===== src/rtl/core_pkg.sv =====
`default_nettype none
// ============================================================================
// Package : core_pkg
// Brief   : Shared core widths, arbiter state encoding and memory command type.
// Rev     : 1.0
// ============================================================================
package core_pkg;

    localparam int DATA_WIDTH = 32;
    localparam int ADDR_WIDTH = 32;
    localparam int BE_WIDTH   = DATA_WIDTH / 8;

    typedef enum logic [1:0] {
        ARB_IDLE    = 2'd0,
        ARB_WAIT_IF = 2'd1,
        ARB_WAIT_D  = 2'd2
    } arb_state_e;

    // Request fields presented to the shared memory by whichever port wins.
    typedef struct packed {
        logic                  we;
        logic [BE_WIDTH-1:0]   be;
        logic [ADDR_WIDTH-1:0] addr;
        logic [DATA_WIDTH-1:0] wdata;
    } mem_cmd_t;

    // Instruction fetch is always a full-word read.
    function automatic mem_cmd_t fetch_cmd(input logic [ADDR_WIDTH-1:0] addr);
        mem_cmd_t cmd;
        cmd.we    = 1'b0;
        cmd.be    = '1;
        cmd.addr  = addr;
        cmd.wdata = '0;
        return cmd;
    endfunction

endpackage
`default_nettype wire


===== src/rtl/mem_port_arbiter_if.sv =====
`default_nettype none
// ============================================================================
// Interface : mem_port_arbiter_if
// Brief     : Fetch port, data port and shared-memory port bundle.
// Rev       : 1.0
// ============================================================================
interface mem_port_arbiter_if;
    import core_pkg::*;

    logic                  if_req;
    logic [ADDR_WIDTH-1:0] if_addr;
    logic                  if_gnt;
    logic                  if_rvalid;
    logic [DATA_WIDTH-1:0] if_rdata;

    logic                  d_req;
    logic                  d_we;
    logic [BE_WIDTH-1:0]   d_be;
    logic [ADDR_WIDTH-1:0] d_addr;
    logic [DATA_WIDTH-1:0] d_wdata;
    logic                  d_gnt;
    logic                  d_rvalid;
    logic [DATA_WIDTH-1:0] d_rdata;

    logic                  mem_req;
    logic                  mem_we;
    logic [BE_WIDTH-1:0]   mem_be;
    logic [ADDR_WIDTH-1:0] mem_addr;
    logic [DATA_WIDTH-1:0] mem_wdata;
    logic                  mem_gnt;
    logic                  mem_rvalid;
    logic [DATA_WIDTH-1:0] mem_rdata;

    // Requesters plus memory side.
    modport master (
        output if_req, if_addr,
        output d_req, d_we, d_be, d_addr, d_wdata,
        output mem_gnt, mem_rvalid, mem_rdata,
        input  if_gnt, if_rvalid, if_rdata,
        input  d_gnt, d_rvalid, d_rdata,
        input  mem_req, mem_we, mem_be, mem_addr, mem_wdata
    );

    // Arbiter side.
    modport slave (
        input  if_req, if_addr,
        input  d_req, d_we, d_be, d_addr, d_wdata,
        input  mem_gnt, mem_rvalid, mem_rdata,
        output if_gnt, if_rvalid, if_rdata,
        output d_gnt, d_rvalid, d_rdata,
        output mem_req, mem_we, mem_be, mem_addr, mem_wdata
    );

endinterface
`default_nettype wire


===== src/rtl/arb_starve_cnt.sv =====
`default_nettype none
// ============================================================================
// Module : arb_starve_cnt
// Brief  : Saturating count of data wins taken while a fetch was waiting.
// Rev    : 1.0
// ============================================================================
module arb_starve_cnt #(
    parameter int STARVE_LIMIT = 4
) (
    input  logic clk,
    input  logic rst_n,
    input  logic inc,
    input  logic clr,
    output logic at_limit
);

    localparam int               CNT_W   = (STARVE_LIMIT < 1) ? 1 : $clog2(STARVE_LIMIT + 1);
    localparam logic [CNT_W-1:0] C_LIMIT = CNT_W'(STARVE_LIMIT);

    logic [CNT_W-1:0] r_cnt;

    always_ff @(posedge clk or negedge rst_n) begin
        if (!rst_n) begin
            r_cnt <= '0;
        end else if (clr) begin
            r_cnt <= '0;
        end else if (inc && (r_cnt != C_LIMIT)) begin
            r_cnt <= r_cnt + 1'b1;
        end
    end

    assign at_limit = (r_cnt == C_LIMIT);

endmodule
`default_nettype wire


===== src/rtl/mem_port_arbiter.sv =====
`default_nettype none
// ============================================================================
// Module : mem_port_arbiter
// Brief  : Shares one single-port memory between fetch and data ports, data
//          first, with a fetch starvation guard; one transaction in flight.
// Rev    : 1.0
// ============================================================================
module mem_port_arbiter
    import core_pkg::*;
#(
    parameter int STARVE_LIMIT = 4
) (
    input  logic              clk,
    input  logic              rst_n,
    mem_port_arbiter_if.slave bus
);

    arb_state_e r_state;
    arb_state_e w_state_next;

    logic     w_pick_if;
    logic     w_pick_d;
    logic     w_if_win;
    logic     w_d_win;
    logic     w_starve_inc;
    logic     w_starve_clr;
    logic     w_at_limit;
    mem_cmd_t w_cmd;

    arb_starve_cnt #(
        .STARVE_LIMIT (STARVE_LIMIT)
    ) u_starve_cnt (
        .clk      (clk),
        .rst_n    (rst_n),
        .inc      (w_starve_inc),
        .clr      (w_starve_clr),
        .at_limit (w_at_limit)
    );

    // Data normally wins; fetch wins when alone or once it has been starved.
    assign w_pick_if = bus.if_req & (~bus.d_req | w_at_limit);
    assign w_pick_d  = bus.d_req & ~w_pick_if;

    always_ff @(posedge clk or negedge rst_n) begin
        if (!rst_n) begin
            r_state <= ARB_IDLE;
        end else begin
            r_state <= w_state_next;
        end
    end

    always_comb begin
        w_state_next  = r_state;
        w_if_win      = 1'b0;
        w_d_win       = 1'b0;
        w_starve_inc  = 1'b0;
        w_starve_clr  = 1'b0;
        w_cmd         = '0;
        bus.mem_req   = 1'b0;
        bus.if_gnt    = 1'b0;
        bus.d_gnt     = 1'b0;
        bus.if_rvalid = 1'b0;
        bus.if_rdata  = '0;
        bus.d_rvalid  = 1'b0;
        bus.d_rdata   = '0;

        // Everything stays quiet while reset is asserted.
        if (rst_n) begin
            unique case (r_state)
                ARB_IDLE: begin
                    if (w_pick_if) begin
                        w_cmd = fetch_cmd(bus.if_addr);
                    end else if (w_pick_d) begin
                        w_cmd.we    = bus.d_we;
                        w_cmd.be    = bus.d_be;
                        w_cmd.addr  = bus.d_addr;
                        w_cmd.wdata = bus.d_wdata;
                    end
                    bus.mem_req  = bus.if_req | bus.d_req;
                    w_if_win     = w_pick_if & bus.mem_gnt;
                    w_d_win      = w_pick_d & bus.mem_gnt;
                    bus.if_gnt   = w_if_win;
                    bus.d_gnt    = w_d_win;
                    w_starve_clr = w_if_win;
                    w_starve_inc = w_d_win & bus.if_req;
                    if (w_if_win) begin
                        w_state_next = ARB_WAIT_IF;
                    end else if (w_d_win) begin
                        w_state_next = ARB_WAIT_D;
                    end
                end
                ARB_WAIT_IF: begin
                    bus.if_rvalid = bus.mem_rvalid;
                    bus.if_rdata  = bus.mem_rvalid ? bus.mem_rdata : '0;
                    if (bus.mem_rvalid) begin
                        w_state_next = ARB_IDLE;
                    end
                end
                ARB_WAIT_D: begin
                    bus.d_rvalid = bus.mem_rvalid;
                    bus.d_rdata  = bus.mem_rvalid ? bus.mem_rdata : '0;
                    if (bus.mem_rvalid) begin
                        w_state_next = ARB_IDLE;
                    end
                end
                default: begin
                    w_state_next = ARB_IDLE;
                end
            endcase
        end

        bus.mem_we    = w_cmd.we;
        bus.mem_be    = w_cmd.be;
        bus.mem_addr  = w_cmd.addr;
        bus.mem_wdata = w_cmd.wdata;
    end

endmodule
`default_nettype wire


===== src/flat_wrapper.sv =====
// flat-port wrapper written by rule: the top's interface ports become plain ports
module mem_port_arbiter_flat import core_pkg::*;
#(
    parameter int STARVE_LIMIT = 4
)
  (clk, rst_n, bus_if_req, bus_if_addr, bus_d_req, bus_d_we, bus_d_be, bus_d_addr, bus_d_wdata, bus_mem_gnt, bus_mem_rvalid, bus_mem_rdata, bus_if_gnt, bus_if_rvalid, bus_if_rdata, bus_d_gnt, bus_d_rvalid, bus_d_rdata, bus_mem_req, bus_mem_we, bus_mem_be, bus_mem_addr, bus_mem_wdata);
  mem_port_arbiter_if bus_i ();
  input  logic clk;
  input  logic rst_n;
  input wire logic [$bits(bus_i.if_req)-1:0] bus_if_req;
  input wire logic [$bits(bus_i.if_addr)-1:0] bus_if_addr;
  input wire logic [$bits(bus_i.d_req)-1:0] bus_d_req;
  input wire logic [$bits(bus_i.d_we)-1:0] bus_d_we;
  input wire logic [$bits(bus_i.d_be)-1:0] bus_d_be;
  input wire logic [$bits(bus_i.d_addr)-1:0] bus_d_addr;
  input wire logic [$bits(bus_i.d_wdata)-1:0] bus_d_wdata;
  input wire logic [$bits(bus_i.mem_gnt)-1:0] bus_mem_gnt;
  input wire logic [$bits(bus_i.mem_rvalid)-1:0] bus_mem_rvalid;
  input wire logic [$bits(bus_i.mem_rdata)-1:0] bus_mem_rdata;
  output wire logic [$bits(bus_i.if_gnt)-1:0] bus_if_gnt;
  output wire logic [$bits(bus_i.if_rvalid)-1:0] bus_if_rvalid;
  output wire logic [$bits(bus_i.if_rdata)-1:0] bus_if_rdata;
  output wire logic [$bits(bus_i.d_gnt)-1:0] bus_d_gnt;
  output wire logic [$bits(bus_i.d_rvalid)-1:0] bus_d_rvalid;
  output wire logic [$bits(bus_i.d_rdata)-1:0] bus_d_rdata;
  output wire logic [$bits(bus_i.mem_req)-1:0] bus_mem_req;
  output wire logic [$bits(bus_i.mem_we)-1:0] bus_mem_we;
  output wire logic [$bits(bus_i.mem_be)-1:0] bus_mem_be;
  output wire logic [$bits(bus_i.mem_addr)-1:0] bus_mem_addr;
  output wire logic [$bits(bus_i.mem_wdata)-1:0] bus_mem_wdata;
  assign bus_i.if_req = bus_if_req;
  assign bus_i.if_addr = bus_if_addr;
  assign bus_i.d_req = bus_d_req;
  assign bus_i.d_we = bus_d_we;
  assign bus_i.d_be = bus_d_be;
  assign bus_i.d_addr = bus_d_addr;
  assign bus_i.d_wdata = bus_d_wdata;
  assign bus_i.mem_gnt = bus_mem_gnt;
  assign bus_i.mem_rvalid = bus_mem_rvalid;
  assign bus_i.mem_rdata = bus_mem_rdata;
  assign bus_if_gnt = bus_i.if_gnt;
  assign bus_if_rvalid = bus_i.if_rvalid;
  assign bus_if_rdata = bus_i.if_rdata;
  assign bus_d_gnt = bus_i.d_gnt;
  assign bus_d_rvalid = bus_i.d_rvalid;
  assign bus_d_rdata = bus_i.d_rdata;
  assign bus_mem_req = bus_i.mem_req;
  assign bus_mem_we = bus_i.mem_we;
  assign bus_mem_be = bus_i.mem_be;
  assign bus_mem_addr = bus_i.mem_addr;
  assign bus_mem_wdata = bus_i.mem_wdata;
  mem_port_arbiter #(.STARVE_LIMIT(STARVE_LIMIT)) u_core (.clk(clk), .rst_n(rst_n), .bus(bus_i));
endmodule

===== config.mk =====
export PLATFORM = sky130hd
export DESIGN_NAME = mem_port_arbiter_flat
export DESIGN_NICKNAME = d
export VERILOG_FILES = /design/src/rtl/core_pkg.sv /design/src/rtl/mem_port_arbiter_if.sv /design/src/rtl/arb_starve_cnt.sv /design/src/rtl/mem_port_arbiter.sv /design/src/flat_wrapper.sv
export SDC_FILE = /design/constraint.sdc
export NUM_CORES = 1
export LEC_CHECK = 0
export ABC_AREA = 1
export CAP_MARGIN = 10
export CORE_AREA = 2 2 108 110
export DETAILED_ROUTE_END_ITERATION = 12
export DIE_AREA = 0 0 110 112
export PLACE_DENSITY = 0.56
export SYNTH_ARGS = -nofsm -noshare
export SYNTH_HDL_FRONTEND = slang
export SYNTH_SLANG_ARGS = --single-unit

===== constraint.sdc =====
create_clock -name clk -period 2.3 [get_ports clk]
set_input_delay 0.345 -clock clk [delete_from_list [all_inputs] [get_ports clk]]
set_output_delay 0.345 -clock clk [all_outputs]
set_load 0.1 [all_outputs]

# Word level (Yosys, flattened, before mapping)
# Cells that the tools add are included.
# totals
ff_bits	5
inputBits	139
elab_cells	50
# op_classes
n_mux	27
n_addsub	1
reduce_logical	5
n_eq_ne	6
bitwise	9
# ops
cell	n
69-bit two-way mux	4
32-bit two-way mux	5
1-bit two-way mux	12
2-bit two-way mux	3
3-bit two-way mux	2
1-bit AND	5
2-bit case mux with 2 select lines	1
3-bit by 1-bit adder with 3-bit output, second input constant	1
3-bit == test, second input constant	1
3-bit by 1-bit != test with 1-bit output, second input constant	1
3-bit != test, second input constant	1
3-bit AND reduction	1
2-bit by 1-bit == test with 1-bit output, second input constant	1
2-bit == test, second input constant	1
2-bit logical NOT	1
2-bit by 1-bit != test with 1-bit output, second input constant	1
1-bit inverter	2
1-bit OR	2
2-bit nonzero test	1
2-bit OR reduction	1
1-bit logical AND	1

# Longest topological paths before layout
# Gate-level depths: netlist of run 1.
# depth
depth_word	12
mapped_depth	10
depth_no_buf	9

# Hierarchy
# From an unflattened synthesis of run 1, not the netlist that was laid out.
# unflattened
cells_unflattened	357
hier_area_um2	1630.3
# by_module_without_submodules
module	cells_each	n_inst	area_each_um2
mem_port_arbiter	332	1	1445.1
arb_starve_cnt	25	1	185.2

# Worst setup path after synthesis of run 1
# No wires, ideal clock.
# synth_timing
path_type	register to output
start	register u_core.u_starve_cnt.r_cnt[0]
end	output port bus_mem_addr[10]
stages_incl_launch_ff	11
path_slack_ns	-0.695
t_arrival_ns	2.650
cell_sequence	dfrtp_1 > inv_1 > ha_1 > nand2_1 > nand2_2 > nand2_4 > inv_4 > nor2_8 > buf_6 > nand2_1 > a21oi_1
# synth_via
elab_chain_len	9
# synth_rtl
element	line	source
from (decl)	arb_starve_cnt.sv:20	logic [CNT_W-1:0] r_cnt;
from (signal assigned)	arb_starve_cnt.sv:28	r_cnt <= r_cnt + 1'b1;
3-bit == test *	arb_starve_cnt.sv:32	assign at_limit = (r_cnt == C_LIMIT);
1-bit OR *	mem_port_arbiter.sv:41	assign w_pick_if = bus.if_req & (~bus.d_req | w_at_limit);
1-bit AND *	mem_port_arbiter.sv:41	
1-bit inverter	mem_port_arbiter.sv:42	assign w_pick_d = bus.d_req & ~w_pick_if;
1-bit AND	mem_port_arbiter.sv:42	
69-bit two-way mux	mem_port_arbiter.sv:73	end else if (w_pick_d) begin
69-bit two-way mux *	mem_port_arbiter.sv:71	if (w_pick_if) begin
69-bit two-way mux *	mem_port_arbiter.sv:69	unique case (r_state)
69-bit two-way mux *	mem_port_arbiter.sv:68	if (rst_n) begin
to (decl)	flat_wrapper.sv:29	output wire logic [$bits(bus_i.mem_addr)-1:0] bus_mem_addr;
# Mark *: on every way between the ends. The rest lies on a longest branch, timed or not.

# Worst setup path in the final report of run 1
# layout_timing
start	register u_core.u_starve_cnt.r_cnt[0]
end	output port bus_mem_addr[21]
# The elaborated chain is that of the path after synthesis.

==> results of run 1 <==
per-layer routing:
| layer | part of all wire | up-vias | global-route usage |
|---|---|---|---|
| met5 | 0 | - | 0 |
| met4 | 0.019 | 0 | 0.0481 |
| met3 | 0.11 | 14 | 0.0626 |
| met2 | 0.54 | 166 | 0.340 |
| met1 | 0.33 | 1445 | 0.168 |
| li1 | - | 1609 | - |
per-stage QoR:
stage / hold WS (ns) / power [W]
after floorplan: 0.0494 / 0.00270
after global placement: 0.509 / 0.00421
after detailed placement: 0.524 / 0.00425
after CTS: 0.534 / 0.00454
after global routing: 0.554 / 0.00483
final: 0.534 / 0.00465
state kept, by name, summed over array words and instances, names as in the netlist:
| signal | cells |
|---|---|
| u_core.u_starve_cnt.r_cnt | 3 |
| u_core.r_state | 2 |
kinds of logic (layout without fill, tap and decap cells):
kind of cell,count (synthesis),after routing,synth area share
flops,5,5,0.0764
fa+ha+maj,5,5,0.0382
compound gates,36,36,0.110
buf+inv,71,352,0.202
simple gates,235,235,0.568
xor+xnor,1,1,0.00535
worst min-delay path by stage:
stage,start,endpoint,slack [ns]
finish,u_core.r_state[0],u_core.r_state[0],0.53
global route,rst_n,u_core.u_starve_cnt.r_cnt[2],0.55
CTS,u_core.r_state[0],u_core.r_state[0],0.53
detailed placement,u_core.r_state[0],u_core.r_state[0],0.52
global placement,u_core.u_starve_cnt.r_cnt[1],u_core.u_starve_cnt.r_cnt[1],0.51
floorplan,rst_n,u_core.r_state[0],0.05
power by group:
group | total, W | internal, W | switching (W)
Clock | 0.000286 | 0.000230 | 0.0000562
Sequential | 0.000147 | 0.000119 | 0.0000281
Combinational | 0.00422 | 0.00149 | 0.00273
cell usage after synthesis:
library cell,n
buf_2,4
inv_4,1
buf_6,6
dfrtp_1,5
xor2_1,1
clkinv_1,1
clkbuf_1,10
inv_2,1
buf_4,3
nand2_4,1
buf_1,1
nand2_2,1
nor2_8,1
nand2_1,117
ha_1,5
nand3_1,10
nand4_1,4
nor2_1,101
inv_1,44
a21oi_1,36
worst max-delay path, delay by kind of cell, from the launching register on:
family	cells	cell delay, ns
flip-flops	1	0.37
AO/OA/AOI/OAI	1	0.15
adder cells (fa/ha/maj)	1	0.16
buffers and inverters	4	0.52
AND/OR/NAND/NOR	5	0.52
cell type report:
| class | count | area [um2] | share of cell area |
|---|---|---|---|
| multi-input combinational | 277 | 2070 | 0.290 |
| tap | 143 | 179 | 0.0251 |
| inverter | 47 | 184 | 0.0258 |
| sequential | 5 | 125 | 0.0175 |
| clock buffer | 4 | 78.8 | 0.0111 |
| timing repair buffer | 301 | 4500 | 0.631 |
repair_timing:
action                                  CTS  global route
endpoints found under the setup margin    0            66
gates resized for setup                   0            48
buffers inserted                          0             5
==> results.ini, run 1 <==
[place]
portBuffers=276
finalWeightedCongestion=0.825
preCtsSetupSlack_ns=0.0714
placed_cells=763
placedInstanceArea_mm2=0.00676
detailed_placement_hpwl_mm=9.68

[grt]
antenna_violations_before_repair=0
globalRoute.totalOverflow=0
grtUsageTotal=0.175
largest_net_degree_at_the_start_of_global_routing=39
grt_first_pass_wirelength_mm=17.1
number_of_global_route_vias_before_repair=3331

[clock_network]
ctsRootBufferMaster=clkbuf_16
cts.reportedPaths.clkPinSlew_ns=0.03
clock_sink_count=5
ctsLongestPathBuffers=2
cts_made_buffers=3
ctsHoldBuffers=0
cts_tree=done
clock_insertion_delay_at_the_later_pin_of_the_skew_report_ns=0.23
cts.htree.levels=1

[floorplanning]
die_w_um=110
io_pins=277
initial_utilization=0.147
core_area_mm2=0.0112
die_h_um=112
die_area_mm2=0.0123
placement_rows=39

[layout]
num_antenna_cells=0
fillerInstances=916
instances_no_fill=777
final_common_cell=buf_12
postLayoutCellArea_mm2=0.00713
layout_cell_share_with_drive_strength_beyond_1=0.522
fin_nets=779
area.growth.synth_to_final_pct=336
utilization=0.638
final_cell_mix=buf_12, clkdlybuf4s50_1, nand2_1, nor2_2, inv_1

[worst_setup_path]
cp_cell_sequence=inv_2 > ha_4 > nand2_4 > nand2_4 > nand2_4 > inv_6 > nor2_8 > clkbuf_16 > nand2_1 > a21oi_4 > buf_12
timing.setup.critical_path_class=reg -> out
worstSetupStartpointType=flip-flop
timing.reg2reg.setup_slack_ns=0.78
worst_r2r_startpoint=u_core.r_state[1]
critical_path.endpoint=bus_mem_addr[21]
critical_path_arrival_ns=1.95
max_fo_critical_path=7
crit_path_end_kind=primary output
worst-endpoint-required_ns=1.96
critical_path.startpoint=u_core.u_starve_cnt.r_cnt[0]
critical-path-max-stage-delay_ns=0.37
r2r-end=u_core.u_starve_cnt.r_cnt[2]
crit_path_frequent_cell=nand2_4
ff2ff_path_depth=8
critical_path.slowest_cell=dfrtp_1

[drt]
first_pass_iters=4
detail-route-antenna-nets=0
post_drt_wl_per_cell_um=15.2
drc=0
routed_wirelength_mm=11.8
via_count_of_the_routed_design=3234
drt_iter0_drc=75
avgViaCountPerCell=4.16

[yosys]
syn_inst=353
synth_area_per_cell_um2=4.64
unique_masters_post_synth=20
yosys-top-cells-area=nand2_1, nor2_1, a21oi_1
postSynthRegisterBits=5
synth_nets=497
yosysWarningCount=0
synth_area_mm2=0.00164
synth_largest_area_cell=nand2_1
synth_sequential_area_ratio=0.0764
synth.top_cell.area_share=0.268

[sta]
final_period_minus_worst_setup_slack_ns=2.30
worst_pin_slew_ns=0.396
finClkSkew_ns=0.00219
setup_ws_ns=0.000390
final-max-slew-violation-count=0
layout_worst_path_cycle_share=1.00
clock.fmax_mhz=435
setup-violations-final=0
final_hold_viol_count=0
grt_setup_unrepaired=yes
timing.max_slew.rel_slack=0.736
setup-tns-final_ns=0

[power_and_ir_drop]
cellLeakagePower_nw=2.84
p_per_area_mw_per_mm2=652
peakVddDrop_mv=0.405

[worst_hold_path]
hold_path_depth=2
worst_hold_path_type=reg -> reg

[outcome]
outcome=finished clean

[run]
cap_violations=0

No activity file was read; power rests on OpenSTA's default activity.
==> inputs of run 2 (changes only) <==
SLEW_MARGIN = 0   (was default)
==> results of run 2 <==
Same layout as run 1: the final DEF is identical, and so are final timing and power.
